**src/rtl/cache_mem_arbiter.sv**
```systemverilog
// Arbiter between icache and dcache line requests and the single pmem port.
// One client is served at a time, round-robin on ties, with a cooldown cycle after each response.
module cache_mem_arbiter #(
  parameter int ADDR_WIDTH = 32,
  parameter int LINE_WIDTH = 256
) (
  input  logic                  clk,
  input  logic                  rst_n,
  input  logic                  i_pmem_read,
  input  logic [ADDR_WIDTH-1:0] i_pmem_address,
  output logic [LINE_WIDTH-1:0] i_pmem_rdata,
  output logic                  i_pmem_resp,
  input  logic                  d_pmem_read,
  input  logic                  d_pmem_write,
  input  logic [ADDR_WIDTH-1:0] d_pmem_address,
  input  logic [LINE_WIDTH-1:0] d_pmem_wdata,
  output logic [LINE_WIDTH-1:0] d_pmem_rdata,
  output logic                  d_pmem_resp,
  output logic                  mem_read,
  output logic                  mem_write,
  output logic [ADDR_WIDTH-1:0] mem_address,
  output logic [LINE_WIDTH-1:0] mem_wdata,
  input  logic [LINE_WIDTH-1:0] mem_rdata,
  input  logic                  mem_resp
);

  typedef enum logic [1:0] {
    IDLE,
    GRANT_I,
    GRANT_D,
    COOLDOWN
  } state_t;

  state_t                  state;
  state_t                  state_nx;
  logic                    last_d;
  logic                    last_d_nx;
  logic [ADDR_WIDTH-1:0]   addr_q;
  logic [ADDR_WIDTH-1:0]   addr_nx;
  logic [LINE_WIDTH-1:0]   wdata_q;
  logic [LINE_WIDTH-1:0]   wdata_nx;
  logic                    wr_q;
  logic                    wr_nx;
  logic                    i_req;
  logic                    d_req;
  logic                    win_i;
  logic                    win_d;
  logic                    granted;

  assign i_req = i_pmem_read;
  assign d_req = d_pmem_read | d_pmem_write;

  // last_d set means the dcache was served last, so icache wins a tie
  assign win_i = i_req & (~d_req | last_d);
  assign win_d = d_req & ~win_i;

  always_ff @(posedge clk or negedge rst_n) begin
    if (!rst_n) begin
      state   <= IDLE;
      last_d  <= 1'b1;
      addr_q  <= '0;
      wdata_q <= '0;
      wr_q    <= 1'b0;
    end else begin
      state   <= state_nx;
      last_d  <= last_d_nx;
      addr_q  <= addr_nx;
      wdata_q <= wdata_nx;
      wr_q    <= wr_nx;
    end
  end

  always_comb begin
    state_nx    = state;
    last_d_nx   = last_d;
    addr_nx     = addr_q;
    wdata_nx    = wdata_q;
    wr_nx       = wr_q;
    i_pmem_resp = 1'b0;
    d_pmem_resp = 1'b0;
    unique case (state)
      IDLE: begin
        unique case (1'b1)
          win_i: begin
            state_nx  = GRANT_I;
            last_d_nx = 1'b0;
            addr_nx   = i_pmem_address;
            wr_nx     = 1'b0;
          end
          win_d: begin
            state_nx  = GRANT_D;
            last_d_nx = 1'b1;
            addr_nx   = d_pmem_address;
            wdata_nx  = d_pmem_wdata;
            wr_nx     = d_pmem_write;
          end
          default: ;
        endcase
      end
      GRANT_I: begin
        if (mem_resp) begin
          i_pmem_resp = 1'b1;
          state_nx    = COOLDOWN;
        end
      end
      GRANT_D: begin
        if (mem_resp) begin
          d_pmem_resp = 1'b1;
          state_nx    = COOLDOWN;
        end
      end
      COOLDOWN: state_nx = IDLE;
      default:  state_nx = IDLE;
    endcase
  end

  assign granted      = (state == GRANT_I) | (state == GRANT_D);
  assign mem_read     = granted & ~wr_q;
  assign mem_write    = granted & wr_q;
  assign mem_address  = addr_q;
  assign mem_wdata    = wdata_q;
  assign i_pmem_rdata = mem_rdata;
  assign d_pmem_rdata = mem_rdata;

endmodule

```
**config.mk**
```make
export PLATFORM = sky130hd
export DESIGN_NAME = cache_mem_arbiter
export DESIGN_NICKNAME = d
export VERILOG_FILES = /design/src/rtl/cache_mem_arbiter.sv
export SDC_FILE = /design/constraint.sdc
export NUM_CORES = 1
export LEC_CHECK = 0
export ABC_AREA = 0
export BUFFER_PORTS_ARGS = -buffer_cell sky130_fd_sc_hd__buf_4
export CORE_AREA = 2 2 539 541
export CTS_BUF_LIST = sky130_fd_sc_hd__clkbuf_4 sky130_fd_sc_hd__clkbuf_8 sky130_fd_sc_hd__clkbuf_16
export DETAILED_ROUTE_END_ITERATION = 10
export DIE_AREA = 0 0 541 543
export SYNTH_ARGS = -nofsm -noshare
export SYNTH_HDL_FRONTEND = slang
export SYNTH_SLANG_ARGS = --single-unit
export TNS_END_PERCENT = 5
```
**constraint.sdc**
```tcl
create_clock -name clk -period 1.6 [get_ports clk]
set_clock_uncertainty 0.05 [all_clocks]
set_input_delay 0.32 -clock clk [delete_from_list [all_inputs] [get_ports clk]]
set_output_delay 0.32 -clock clk [all_outputs]
set_load 0.1 [all_outputs]
```
==> metrics.csv <==
stage,metric,value,unit
synth,synth_nets,1805,
timing,tightest_slew,0.402,ns
synth,async_reset_ff_share,100,%
floorplanning,core,287000,µm²
critical_path,worstSetupEndpointType,primary output,
place,port_buffers,617,
timing,relSlewSlack,73.2,%
drt,drt_pass1_iterations,4,
floorplanning,start_util,5.58,%
critical_path,critPathSlowestCell,dfrtp_1,
layout,drive_gt1_share,59.7,%
critical_path,cp-start-kind,flip-flop,
floorplanning,num_io_pins,1386,
synth,synth.avg_cell_area,13.2,µm²
layout,area_delta_synth_final,94.8,%
synth,synth_cells,1219,
timing,min_period,2.13,ns
flow_run,maxCapViolations,0,
timing,setup_ws,-0.527,ns
critical_path,path_cells,inv_2 > ha_4 > nor2b_4 > buf_12,
layout,seq_area,7310,µm²
drt,ant_nets,0,
place,dp_cells,5124,
floorplanning,die-height,543,µm
clock_network,clkTransAtPathRegs,0.06,ns
clock_network,cts_htree_levels,2,
critical_path,worstPathArrival,1.76,ns
floorplanning,rows,197,
synth,ys_seq_area_share,45.5,%
drt,drcViolationCount,0,
critical_path,timing.critical_path.buf_inv,2,
drt,drtIter0Drc,423,
critical_path,slowest_delay,0.38,ns
clock_network,clock_sinks,292,
global_routing,grt_pass1_vias,12700,
global_routing,antenna_found_initial,109,
power_and_ir_drop,p_leak,13.3,nW
critical_path,critical_path.max_fanout,3,
critical_path,worstSetupPathType,reg -> out,
hold_path,min_path_type,in -> async,
global_routing,gr-total-overflow,0,
place,dp_hpwl,149,mm
drt,dr_total_vias,11500,
place,gp_congestion,0.690,
floorplanning,die_x,541,µm
layout,fin_nets,2326,
outcome,status,finished with violations,
synth,synth.distinct_cells,23,
timing,rsz0062_at_grt,true,
layout,final_cells,5579,
global_routing,grt_usage,10.9,%
timing,whs,0.102,ns
clock_network,numCtsBuffers,46,
outcome,violations,setup timing,
synth,syn_area,16000,µm²
synth,synth_edf_count,0,
power_and_ir_drop,powerDensity,2950,nW/µm²
drt,viasPerCell,2.07,
clock_network,cts_root_buffer,clkbuf_16,
layout,fillers,32600,
timing,hold_viol,0,
drt,drt-total-wl,167,mm
layout,multi_input_area,4750,µm²
global_routing,grt_pass1_wl,197,mm
drt,wl_per_cell,30.0,µm
synth,ys.flop_type,dfrtp_1,
clock_network,cts.path.max_buffers,3,
timing,finalMaxSlewViolations,0,
global_routing,grt_max_degree,58,
timing,timing.final.crit_share,133,%
synth,ys_ff_latch,292,
timing,max_freq,470,MHz
critical_path,required,1.23,ns
floorplanning,die_area,294000,µm²
power_and_ir_drop,ir_drop,1570,µV
timing,setup_viol,523,
clock_network,cts_tree,done,
clock_network,clk-insertion-delay-late,0.62,ns
critical_path,critPathTopFamily,flip-flops,
synth,yosys_warnings,0,
[sequential cells by signal (all words and copies together), names as in the netlist]
register     cells
mem_wdata      256
last_d           1
wr_q             1
mem_address     32
state            2
[per-layer routing]
metal / track usage [%] / vias up / share of wire, %
li1: - / 4615 / -
met1: 9.38 / 5324 / 30
met2: 16.5 / 1166 / 42
met3: 11.8 / 424 / 23
met4: 3.97 / 2 / 4.5
met5: 0 / - / 0.0078
[logic make-up after synthesis]
group | synth area share (%)
AO/OA/AOI/OAI | 1.36
adder cells (fa/ha/maj) | 0.312
buffers and inverters | 26.2
flip-flops | 45.5
multiplexers | 25.5
AND/OR/NAND/NOR | 1.07
[cells in the final DEF (no fill, tap or decap), types with 2 or more instances in the layout]
| cell type | netlist | layout |
|---|---|---|
| dlygate4sd3_1 | 0 | 321 |
| clkinv_2 | 0 | 12 |
| nand2_1 | 34 | 34 |
| o21ai_0 | 32 | 17 |
| bufinv_16 | 0 | 7 |
| ha_4 | 0 | 3 |
| clkbuf_4 | 0 | 7 |
| and2_4 | 0 | 3 |
| dfrtp_1 | 291 | 289 |
| buf_8 | 0 | 2 |
| clkbuf_8 | 0 | 5 |
| inv_6 | 0 | 2 |
| buf_4 | 512 | 358 |
| dfrtp_2 | 0 | 2 |
| clkinvlp_4 | 0 | 2 |
| diode_2 | 0 | 22 |
| mux2_2 | 28 | 13 |
| mux2i_1 | 34 | 34 |
| buf_16 | 0 | 6 |
| clkbuf_16 | 0 | 52 |
| nand2_8 | 0 | 3 |
| o21ai_1 | 0 | 15 |
| mux2_4 | 229 | 244 |
| buf_6 | 26 | 5 |
| inv_2 | 0 | 2 |
| buf_12 | 0 | 324 |
[what timing repair did]
item,4_1_cts,5_1_grt
pin swaps,3,6
setup endpoints to repair,578,572
cloned,5,7
endpoints found under the hold margin,579,0
buffers inserted,8,8
hold buffers,321,0
gates resized for setup,802,140
[stage by stage]
stage               area (µm²)  util [%]  setup WS [ns]  total power, mW  setup TNS, ns
finish                   31300      10.9         -0.527             92.3         -35.70
global route             31200      10.9         -0.585             97.0         -69.02
CTS                      30400      10.6         -0.606             92.7         -71.19
detailed placement       22000      7.67         -0.326             68.4         -61.40
global placement         22000      7.67         -0.211             68.0         -38.41
floorplan                16100         -         -0.104             55.5         -0.252
[worst reg2reg max path: stages (launching register included)]
cell and delay (ns):
dfstp_2 0.57, a2bb2oi_4 0.11, nand2_8 0.21, buf_12 0.24
buf_4 0.21, mux2_4 0.30
[cells in the mapped netlist, types with 2 or more instances]
cell type / n / area, µm²
a21oi_1: 2 / 10.0
and2_1: 3 / 18.8
buf_2: 10 / 50.1
buf_4: 512 / 3840
buf_6: 26 / 293
clkbuf_1: 2 / 7.51
dfrtp_1: 291 / 7280
ha_1: 4 / 50.1
inv_1: 3 / 11.3
mux2_2: 28 / 315
mux2_4: 229 / 3440
mux2i_1: 34 / 340
nand2_1: 34 / 128
o21ai_0: 32 / 160
[final timing paths]
check	start	endpoint	slack, ns	cells past startpoint
min in group clk	d_pmem_write	wr_q$_DFFE_PN0P_	0.15	3
min	rst_n	mem_wdata[233]$_DFFE_PN0P_	0.10	2
max	state[1]$_DFFE_PN0P_	mem_read	-0.53	4
max in group asynchronous	rst_n	mem_wdata[130]$_DFFE_PN0P_	0.73	3
max reg2reg	last_d$_DFFE_PN1P_	mem_wdata[145]$_DFFE_PN0P_	-0.17	5
min reg2reg	mem_address[28]$_DFFE_PN0P_	mem_address[28]$_DFFE_PN0P_	0.49	2
[power breakdown]
part	total [mW]	internal [mW]	switching, mW	leakage (nW)
combinational	65.0	23.3	41.7	9.01
clock	11.6	6.87	4.71	0.817
sequential	15.7	11.3	4.44	3.47
[cell type report]
class,instances,share of cell area [%]
timing repair buffer,1021,40.8
antenna,22,0.176
clock buffer,59,4.15
multi-input combinational,376,15.2
inverter,3,0.0360
sequential,292,23.4
clock inverter,25,1.06
tap,3781,15.1
Note: power is estimated with default switching activity, not from simulation.
